## src/rtl/buffer_pkg.sv

```systemverilog
// Shared helpers for the buffer family: counter/pointer widths and a
// pointer increment that wraps at DEPTH-1, so non-power-of-two depths work.
package buffer_pkg;

  // Width needed to hold an occupancy value in 0..depth.
  function automatic int unsigned cnt_w(input int unsigned depth);
    return $clog2(depth + 1);
  endfunction

  // Width needed to address depth entries (at least one bit).
  function automatic int unsigned ptr_w(input int unsigned depth);
    return (depth < 2) ? 1 : $clog2(depth);
  endfunction

  // Next pointer value; depth-1 wraps to 0 instead of overflowing the field.
  function automatic int unsigned ptr_next(input int unsigned ptr,
                                           input int unsigned depth);
    return (ptr == depth - 1) ? 0 : ptr + 1;
  endfunction

endpackage

```

## src/rtl/buffer_mem.sv

```systemverilog
// buffer_mem: DEPTH x DATA_W register array for the buffer family.
// Ports:
//   clk              write clock
//   wr_en            write wr_data into entry wr_addr on the rising edge
//   wr_addr/wr_data  write port
//   rd_addr          asynchronous read address
//   rd_data          contents of entry rd_addr (combinational)
// The array has no reset; a word is always written before it can be read.
module buffer_mem #(
  parameter int unsigned DATA_W = 32,
  parameter int unsigned DEPTH  = 8,
  parameter int unsigned ADDR_W = 3
) (
  input  logic              clk,
  input  logic              wr_en,
  input  logic [ADDR_W-1:0] wr_addr,
  input  logic [DATA_W-1:0] wr_data,
  input  logic [ADDR_W-1:0] rd_addr,
  output logic [DATA_W-1:0] rd_data
);

  logic [DATA_W-1:0] mem [DEPTH];

  always_ff @(posedge clk) begin
    if (wr_en) begin
      mem[wr_addr] <= wr_data;
    end
  end

  assign rd_data = mem[rd_addr];

endmodule

```

## src/rtl/param_buffer.sv

```systemverilog
// param_buffer: parametrised circular FIFO between a pipeline stage and a
// shared-output arbiter. Requests the arbiter while holding data and pops
// one word per granted cycle onto a registered output.
// Ports:
//   clk, reset_n       clock, asynchronous active-low reset
//   inputs, in_valid   write data and its valid
//   arbiter_grant      output granted this cycle
//   flush              synchronous clear (beats everything but reset)
//   outputs, out_valid registered read data, one-cycle pulse per word
//   arbiter_req        count != 0
//   to_stall_mgmt      count == DEPTH
//   almost_full        count >= AF_THRESH
//   buffer_empty       count == 0
//   count              occupancy
//   overflow           sticky: a write was dropped while full
module param_buffer
  import buffer_pkg::*;
#(
  parameter int unsigned DATA_W    = 32,
  parameter int unsigned DEPTH     = 8,
  parameter int unsigned AF_THRESH = DEPTH - 2,
  parameter bit          BYPASS_EN = 1'b1
) (
  input  logic                     clk,
  input  logic                     reset_n,
  input  logic [DATA_W-1:0]        inputs,
  input  logic                     in_valid,
  input  logic                     arbiter_grant,
  input  logic                     flush,
  output logic [DATA_W-1:0]        outputs,
  output logic                     out_valid,
  output logic                     arbiter_req,
  output logic                     to_stall_mgmt,
  output logic                     almost_full,
  output logic                     buffer_empty,
  output logic [cnt_w(DEPTH)-1:0]  count,
  output logic                     overflow
);

  localparam int unsigned CNT_W = cnt_w(DEPTH);
  localparam int unsigned PTR_W = ptr_w(DEPTH);

  localparam logic [CNT_W-1:0] FULL_CNT = CNT_W'(DEPTH);
  localparam logic [CNT_W-1:0] AF_CNT   = CNT_W'(AF_THRESH);

  logic [PTR_W-1:0]  rd_ptr;
  logic [PTR_W-1:0]  wr_ptr;
  logic [DATA_W-1:0] rd_data;

  logic is_empty;
  logic is_full;
  logic pop;
  logic bypass;
  logic push;
  logic drop;

  assign is_empty = (count == '0);
  assign is_full  = (count == FULL_CNT);

  assign pop    = arbiter_grant && !is_empty;
  // Bypass only when empty, so a forwarded word can never overtake stored data.
  assign bypass = BYPASS_EN && arbiter_grant && is_empty && in_valid;
  // A pop in the same cycle frees the slot being written, so full+grant accepts.
  assign push   = in_valid && !bypass && (!is_full || pop);
  assign drop   = in_valid && is_full && !pop;

  buffer_mem #(
    .DATA_W (DATA_W),
    .DEPTH  (DEPTH),
    .ADDR_W (PTR_W)
  ) u_mem (
    .clk     (clk),
    .wr_en   (push && !flush),
    .wr_addr (wr_ptr),
    .wr_data (inputs),
    .rd_addr (rd_ptr),
    .rd_data (rd_data)
  );

  always_ff @(posedge clk or negedge reset_n) begin
    if (!reset_n) begin
      rd_ptr    <= '0;
      wr_ptr    <= '0;
      count     <= '0;
      outputs   <= '0;
      out_valid <= 1'b0;
      overflow  <= 1'b0;
    end else if (flush) begin
      rd_ptr    <= '0;
      wr_ptr    <= '0;
      count     <= '0;
      outputs   <= '0;
      out_valid <= 1'b0;
      overflow  <= 1'b0;
    end else begin
      if (pop) begin
        outputs <= rd_data;
        rd_ptr  <= PTR_W'(ptr_next(32'(rd_ptr), DEPTH));
      end else if (bypass) begin
        outputs <= inputs;
      end

      if (push) begin
        wr_ptr <= PTR_W'(ptr_next(32'(wr_ptr), DEPTH));
      end

      if (push && !pop) begin
        count <= count + CNT_W'(1);
      end else if (pop && !push) begin
        count <= count - CNT_W'(1);
      end

      out_valid <= pop || bypass;

      if (drop) begin
        overflow <= 1'b1;
      end
    end
  end

  assign arbiter_req   = !is_empty;
  assign buffer_empty  = is_empty;
  assign to_stall_mgmt = is_full;
  assign almost_full   = (count >= AF_CNT);

endmodule
```

## config.mk

```make
export PLATFORM = sky130hd
export DESIGN_NAME = param_buffer
export DESIGN_NICKNAME = d
export VERILOG_FILES = /design/src/rtl/buffer_pkg.sv /design/src/rtl/buffer_mem.sv /design/src/rtl/param_buffer.sv
export SDC_FILE = /design/constraint.sdc
export NUM_CORES = 1
export LEC_CHECK = 0
export CAP_MARGIN = 20
export CORE_ASPECT_RATIO = 0.9
export CORE_MARGIN = 3
export CORE_UTILIZATION = 40
export CTS_CLUSTER_DIAMETER = 80
export DETAILED_ROUTE_END_ITERATION = 8
export PLACE_DENSITY_LB_ADDON = 0.1
export SYNTH_ARGS = -nofsm -noshare
export SYNTH_HDL_FRONTEND = slang
export SYNTH_HIERARCHICAL = 1
export SYNTH_SLANG_ARGS = --single-unit
```

## constraint.sdc

```tcl
create_clock -name clk -period 3.5 [get_ports clk]
set_input_delay 0.7 -clock clk [delete_from_list [all_inputs] [get_ports clk]]
set_output_delay 0.7 -clock clk [all_outputs]
set_load 0.03 [all_outputs]
```

==> results_dict.tcl, run 1 <==
set metrics [dict create \
    status "complete, no violations" \
    stdcell_area_um2 14750 \
    synth_most_common_cell "edfxtp_1" \
    synth_common_cells "256 x edfxtp_1, 71 x nand2_1, 49 x nor2_1, 44 x dfrtp_1, 40 x mux4_1" \
    coreArea_um2 30100 \
    fin_nets 781 \
    ys.flop_type "edfxtp_1" \
    crit_fanout 8 \
    avgViaCountPerCell 5.339 \
    syn-num-nets 678 \
    period_needed_ns 2.982 \
    clk_latency_ns 0.50 \
    clk_pin_slew_ns 0.06 \
    syn2layout_area_growth_pct 19.97 \
    hold_path_class "input port to asynchronous set/reset pin" \
    drv_cap 0 \
    drtIter0Drc 404 \
    cts_buffers 34 \
    clkPwrFrac 0.340 \
    yosysWarnings 6 \
    die_w_um 190.8 \
    dr_total_vias 6209 \
    first_pass_iters 4 \
    power_frac_comb 0.225 \
    routed_wl_mm 26.07 \
    p_leak_nw 4.911 \
    die_y_um 172.3 \
    antenna_left 0 \
    synth_cells 634 \
    seq_power_share 0.435 \
    critPathCaptureType "primary output" \
    ys_seq_area_frac 0.7150 \
    grt_antenna_before_repair 0 \
    post_cts_buffers 0 \
    grt_pass1_vias 6448 \
    io_pins 79 \
    place_ws_ns 0.1865 \
    slew_violations 0 \
    skew_ns 0.01680 \
    start_kind "register" \
    setup_viol 0 \
    maxSlewHeadroom 0.3493 \
    rsz0062_at_grt "false" \
    numPortBuffers 78 \
    grt.overflow.total 0 \
    drc 0 \
    path_class "register to primary output" \
    synth_edf_count 256 \
    synth_cell_types 33 \
    setup_slack_ns 0.5183 \
    fmax_mhz 335.4 \
    avgSynthCellArea_um2 19.39 \
    p_per_area_nw_per_um2 664.9 \
    synth_area_leaders "edfxtp_1 63%, dfrtp_1 9.0%, mux4_1 8.6%" \
    track_usage 0.1611 \
    synth_seq_cells 300 \
    place_congestion 0.6939 \
    die_area_um2 32870 \
    start_util 0.4083 \
    cts.sinks 300 \
    drive_above_1_share 0.2276 \
    syn-cell-area_um2 12290 \
    dpl_cell_area_um2 13700 \
    num_antenna_cells 0 \
    yosysTopAreaCellShare 0.6254 \
    hpwlAfterDp_mm 15.40 \
    clockRootBuffer "clkbuf_16" \
    p_sw_mw 2.685 \
    internal-power_mw 7.120 \
    rows 60 \
    synth-async-reset-ratio 0.1467 \
    htreeDepth 2 \
    switching_share 0.2738 \
    hold_viol 0 \
    post_cts_resized 0 \
    finalCritPeriodShare 0.8519 \
    cts_tree "built" \
    grt_pass1_wl_mm 39.72 \
    hold_buffers 0 \
    tightest_slew_ns 0.9760 \
    grt_max_degree 68 \
    vdd_drop_max_mv 0.3462 \
    critPathArrivalTime_ns 2.28 \
    synth_largest_area_cell "edfxtp_1" \
    cts.path.max_buffers 3 \
    wl_per_cell_um 22.42 \
    worstPathRequired_ns 2.80 \
    setup_tns_ns 0 \
]
[power groups by stage]
stage          sequential (mW)  clock (mW)  combinational, mW
6_report                  4.26        3.34               2.20
5_1_grt                   4.29        3.58               2.39
4_1_cts                   4.27        3.44               2.26
3_5_place_dp              4.34           0               2.25
3_3_place_gp              4.33           0               2.23
2_1_floorplan             4.48           0               1.38
[layout by cell type, fill, tap and decap left out, drive strengths merged, types with 5 or more instances in the layout]
cell,instances
a21oi,6
a311oi,32
buf,29
clkbuf,52
clkdlybuf4s50,76
dfrtp,44
edfxtp,256
ha,6
inv,5
mux2,33
mux4,64
nand2,71
nor2,49
[cells by family (layout without fill, tap and decap cells)]
logic type               Yosys count  after routing  synth area share
AO/OA/AOI/OAI                     47             47           0.04713
XOR/XNOR                           3              3          0.002138
adder cells (fa/ha/maj)            7              7          0.007736
buffers and inverters             42            168           0.02127
flip-flops                       300            300            0.7150
multiplexers                     101            101            0.1630
AND/OR/NAND/NOR                  134            134           0.04377
[routing by layer]
metal | routed length, um | global-route usage | vias up
met3 | 934 | 0.02595 | 43
met4 | 500 | 0.04179 | 0
met1 | 12080 | 0.2267 | 3269
met5 | 0 | 0 | -
met2 | 12550 | 0.2650 | 125
li1 | - | - | 2772
[worst max-delay path, cell delays in order, from the launching register on]
cell	delay [ns]
dfrtp_1	0.49
or3_4	0.46
nor2_1	0.14
clkdlybuf4s50_1	0.70
[registers in the layout, indices dropped and copies added (netlist names)]
register / count
outputs: 32
count: 4
wr_ptr: 3
overflow: 1
u_mem/mem: 256
rd_ptr: 3
out_valid: 1
[per-stage QoR]
stage	hold slack (ns)	cells	utilization	power, mW
final	0.2957	1163	0.4899	9.805
after global placement	0.4998	1104	0.4551	6.554
after CTS	0.3053	1163	0.4899	9.968
after floorplan	0.4044	634	-	5.858
after detailed placement	0.4903	1104	0.4551	6.589
after global routing	0.3357	1163	0.4899	10.26
[area by class of cell]
class,instances,area [um2]
Clock inverter,7,87.58
Fill cell,2504,15360
Sequential cell,300,8795
Multi-Input combinational cell,292,3312
Timing Repair Buffer,105,1074
Clock buffer,52,959.7
Inverter,4,15.01
Tap cell,403,504.2
[worst paths after layout]
kind,slack (ns),cells past startpoint,end,startpoint
setup / recovery,0.52,3,buffer_empty,count[1]$_DFFE_PN0P_
hold / removal,0.30,1,outputs[29]$_DFFE_PN0P_,reset_n
setup reg to reg,1.01,8,count[3]$_DFFE_PN0P_,count[1]$_DFFE_PN0P_
hold reg to reg,0.51,2,overflow$_DFFE_PN0P_,overflow$_DFFE_PN0P_
max in group asynchronous,2.50,2,outputs[10]$_DFFE_PN0P_,reset_n
min in group clk,0.51,2,overflow$_DFFE_PN0P_,overflow$_DFFE_PN0P_
No activity file was read; power rests on OpenSTA's default activity.
==> inputs of run 2 (changes only) <==
--- a/config.mk
+++ b/config.mk
@@ -8,7 +8,7 @@
 export CAP_MARGIN = 20
 export CORE_ASPECT_RATIO = 0.9
 export CORE_MARGIN = 3
-export CORE_UTILIZATION = 40
+export CORE_UTILIZATION = 50
 export CTS_CLUSTER_DIAMETER = 80
 export DETAILED_ROUTE_END_ITERATION = 8
 export PLACE_DENSITY_LB_ADDON = 0.1
==> results_dict.tcl, run 2 (synthesized netlist as in run 1, its figures left out) <==
set metrics [dict create \
    worstPathRequired_ns 2.80 \
    start_util 0.5178 \
    hold_buffers 0 \
    rr_worst_depth 6 \
    fmax_mhz 328.4 \
    hold_path_class "input port to asynchronous set/reset pin" \
    period_needed_ns 3.045 \
    grt_pass1_vias 6470 \
    drv_cap 0 \
    finalCritPeriodShare 0.8700 \
    largest_reg_flops 256 \
    cts.path.max_buffers 3 \
    place_ws_ns 0.3005 \
    internal-power_mw 6.968 \
    r2r_end "u_mem/mem[1][19]$_DFFE_PP_" \
    p_leak_nw 4.893 \
    slew_violations 0 \
    setup_slack_ns 0.4551 \
    top_register "u_mem/mem" \
    drtIter0Drc 429 \
    num_antenna_cells 0 \
    routed_wl_mm 25.17 \
    avgViaCountPerCell 5.852 \
    top_regs "u_mem/mem: 256 flops, outputs: 32 flops, count: 4 flops" \
    die_w_um 171.3 \
    status "complete, no violations" \
    clk_pin_slew_ns 0.06 \
    drc 0 \
    cts_buffers 30 \
    wl_per_cell_um 23.79 \
    maxSlewHeadroom 0.3126 \
    setup_viol 0 \
    track_usage 0.1941 \
    drive_above_1_share 0.2315 \
    switching_share 0.2772 \
    coreArea_um2 23740 \
    numPortBuffers 78 \
    vdd_drop_max_mv 0.4124 \
    place_congestion 0.7362 \
    dr_total_vias 6191 \
    post_cts_buffers 0 \
    r2r_start "count[1]$_DFFE_PN0P_" \
    htreeDepth 1 \
    fin_nets 776 \
    rows 53 \
    io_pins 79 \
    clk_latency_ns 0.55 \
    post_cts_resized 0 \
    skew_ns 0.008532 \
    first_pass_iters 4 \
    hpwlAfterDp_mm 14.80 \
    die_area_um2 26500 \
    grt_max_degree 48 \
    start_kind "register" \
    tightest_slew_ns 1.031 \
    reg2reg_slack_ns 1.09 \
    rsz0062_at_grt "false" \
    cts_tree "built" \
    clockRootBuffer "clkbuf_16" \
    layout.cells.most_common "edfxtp_1" \
    crit_fanout 8 \
    final_cell_mix "256 x edfxtp_1, 76 x clkdlybuf4s50_1, 71 x nand2_1" \
    grt_pass1_wl_mm 39.16 \
    hold_viol 0 \
    antenna_left 0 \
    grt_antenna_before_repair 0 \
    cts.sinks 300 \
    clkPwrFrac 0.329 \
    syn2layout_area_growth_pct 18.50 \
    power_frac_comb 0.223 \
    critPathCaptureType "primary output" \
    die_y_um 154.7 \
    p_per_area_nw_per_um2 661.9 \
    grt.overflow.total 0 \
    seq_power_share 0.447 \
    path_class "register to primary output" \
    p_sw_mw 2.672 \
    setup_tns_ns 0 \
    critPathArrivalTime_ns 2.34 \
    fill_cells 1690 \
]
==> run 2: worst max path at each step <==
stage / start / endpoint / cells past startpoint
floorplan: flush / u_mem/mem[1][0]$_DFFE_PP_ / 5
global placement: arbiter_grant / count[3]$_DFFE_PN0P_ / 9
detailed placement: arbiter_grant / count[3]$_DFFE_PN0P_ / 9
CTS: count[1]$_DFFE_PN0P_ / buffer_empty / 3
global route: count[1]$_DFFE_PN0P_ / buffer_empty / 3
finish: count[1]$_DFFE_PN0P_ / buffer_empty / 3
==> run 2: layout make-up <==
type,instances,area (um2),share of cell area
clock buffers,45,887.1,0.06091
multi-input cells,292,3311,0.2273
inverters,4,15.01,0.001031
repair buffers,104,1066,0.07319
clock inverters,11,113.9,0.007817
flip-flops and latches,300,8795,0.6038
well taps,302,377.9,0.02594
==> run 2: metal layers <==
layer / track usage / part of all wire
met1: 0.2869 / 0.46
met4: 0.04559 / 0.022
met2: 0.3137 / 0.48
met3: 0.02453 / 0.034
met5: 0 / 0
==> run 2: worst max-delay path, cell delays in order (launching register included) <==
cell and delay [ns]:
dfrtp_1 0.49, or3_4 0.46, nor2_1 0.15, clkdlybuf4s50_1 0.71
==> run 2: metrics by stage <==
step	area, um2	util	hold WS, ns	power (mW)	cells
2_1_floorplan	12300	-	0.4044	5.858	634
3_3_place_gp	13560	0.5714	0.4992	6.527	1002
3_5_place_dp	13560	0.5714	0.4972	6.577	1002
4_1_cts	14570	0.6135	0.1372	9.759	1058
5_1_grt	14570	0.6135	0.1510	10.07	1058
6_report	14570	0.6135	0.1402	9.641	1058
==> run 2: power by group through the flow <==
stage          registers, mW  logic, mW  clock network [mW]
6_report                4.31       2.15                3.18
5_1_grt                 4.34       2.31                3.42
4_1_cts                 4.32       2.19                3.25
3_5_place_dp            4.39       2.19                   0
3_3_place_gp            4.38       2.15                   0
2_1_floorplan           4.48       1.38                   0
==> inputs of run 3 (changes only) <==
==> constraint.sdc (replaced) <==
create_clock -name clk -period 3.5 [get_ports clk]
set_input_delay 0.7 -clock clk [delete_from_list [all_inputs] [get_ports clk]]
set_output_delay 0.7 -clock clk [all_outputs]
set_load 0.01 [all_outputs]
==> results_dict.tcl, run 3 (synthesized netlist as in run 1, its figures left out) <==
set metrics [dict create \
    status "complete, no violations" \
    dpl_cell_area_um2 13560 \
    layout.cells.most_common "edfxtp_1" \
    drtIter0Drc 529 \
    clk_pin_slew_ns 0.06 \
    top_regs "u_mem/mem: 256 flops, outputs: 32 flops, count: 4 flops" \
    track_usage 0.1934 \
    rr_worst_depth 5 \
    coreArea_um2 23740 \
    hold_viol 0 \
    placedCellCount 1002 \
    fin_cells 1058 \
    period_needed_ns 2.891 \
    start_kind "register" \
    io_pins 79 \
    grt_antenna_before_repair 0 \
    htreeDepth 1 \
    slew_violations 0 \
    skew_ns 0.01579 \
    crit_fanout 8 \
    num_antenna_cells 0 \
    start_util 0.5178 \
    drv_cap 0 \
    antenna_left 0 \
    grt_max_degree 48 \
    wl_per_cell_um 23.61 \
    holdWs_ns 0.1378 \
    hpwlAfterDp_mm 14.76 \
    setup_tns_ns 0 \
    grt_pass1_vias 6467 \
    worstPathRequired_ns 2.80 \
    fin_nets 777 \
    critPathArrivalTime_ns 2.19 \
    maxSlewHeadroom 0.3043 \
    clockRootBuffer "clkbuf_16" \
    top_register "u_mem/mem" \
    drc 0 \
    tightest_slew_ns 1.044 \
    place_congestion 0.7282 \
    place_ws_ns 0.2854 \
    rsz0062_at_grt "false" \
    clk_latency_ns 0.55 \
    grt_pass1_wl_mm 39.08 \
    cts.path.max_buffers 3 \
    cts_tree "built" \
    syn2layout_area_growth_pct 18.18 \
    die_w_um 171.3 \
    finalCritPeriodShare 0.8260 \
    p_leak_nw 4.862 \
    hold_buffers 0 \
    grt.overflow.total 0 \
    hold_path_class "input port to asynchronous set/reset pin" \
    setup_viol 0 \
    die_area_um2 26500 \
    cts_buffers 31 \
    fmax_mhz 345.9 \
    routed_wl_mm 24.98 \
    cts.sinks 300 \
    path_class "register to primary output" \
    avgViaCountPerCell 5.890 \
    stdcell_area_um2 14530 \
    numPortBuffers 78 \
    setup_slack_ns 0.6089 \
    vdd_drop_max_mv 0.3828 \
    post_cts_resized 0 \
    rows 53 \
    critPathCaptureType "primary output" \
    final_cell_mix "256 x edfxtp_1, 76 x clkdlybuf4s50_1, 71 x nand2_1" \
    first_pass_iters 5 \
    drive_above_1_share 0.2222 \
    p_per_area_nw_per_um2 646.5 \
    post_cts_buffers 0 \
    dr_total_vias 6232 \
    die_y_um 154.7 \
    largest_reg_flops 256 \
]
-- run 3: path summary, 6_finish.rpt --
kind                                        from                      end  slack [ns]
max                         count[1]$_DFFE_PN0P_             buffer_empty        0.61
min                                      reset_n  outputs[26]$_DFFE_PN0P_        0.14
max reg2reg                rd_ptr[0]$_DFFE_PN0P_  outputs[14]$_DFFE_PN0P_        1.09
min reg2reg                 overflow$_DFFE_PN0P_     overflow$_DFFE_PN0P_        0.49
max in group asynchronous                reset_n    rd_ptr[0]$_DFFE_PN0P_        2.51
min in group clk            overflow$_DFFE_PN0P_     overflow$_DFFE_PN0P_        0.49
-- run 3: critical path, stage by stage (launching register included) --
cell and delay, ns:
dfrtp_1 0.48, or3_4 0.46, nor2_1 0.14, clkdlybuf4s50_1 0.56
-- run 3: metrics by stage --
stage,power (mW),util
after floorplan,5.658,-
after global placement,6.320,0.5714
after detailed placement,6.364,0.5714
after CTS,9.502,0.6119
after global routing,9.805,0.6119
final,9.391,0.6119
-- run 3: area by class of cell --
class                      instances  area, um2
clock buffer                      41      813.3
clock inverter                    15      148.9
fill                            1722       9214
inverter                           4      15.01
multi-input combinational        292       3311
sequential                       300       8795
tap                              302      377.9
timing repair buffer             104       1066
-- run 3: report_power, final --
group          internal [mW]  switching (mW)  leakage, nW  total, mW
Clock                   1.84            1.29        0.466       3.13
Combinational          0.979           0.970         1.51       1.95
Sequential              4.10           0.214         2.89       4.31
-- run 3: layer usage --
layer / vias up / routed length, um / global-route usage
met5: - / 0 / 0
met4: 0 / 487 / 0.04253
met3: 33 / 881 / 0.02377
met2: 134 / 12030 / 0.3139
met1: 3299 / 11580 / 0.2867
li1: 2766 / - / -
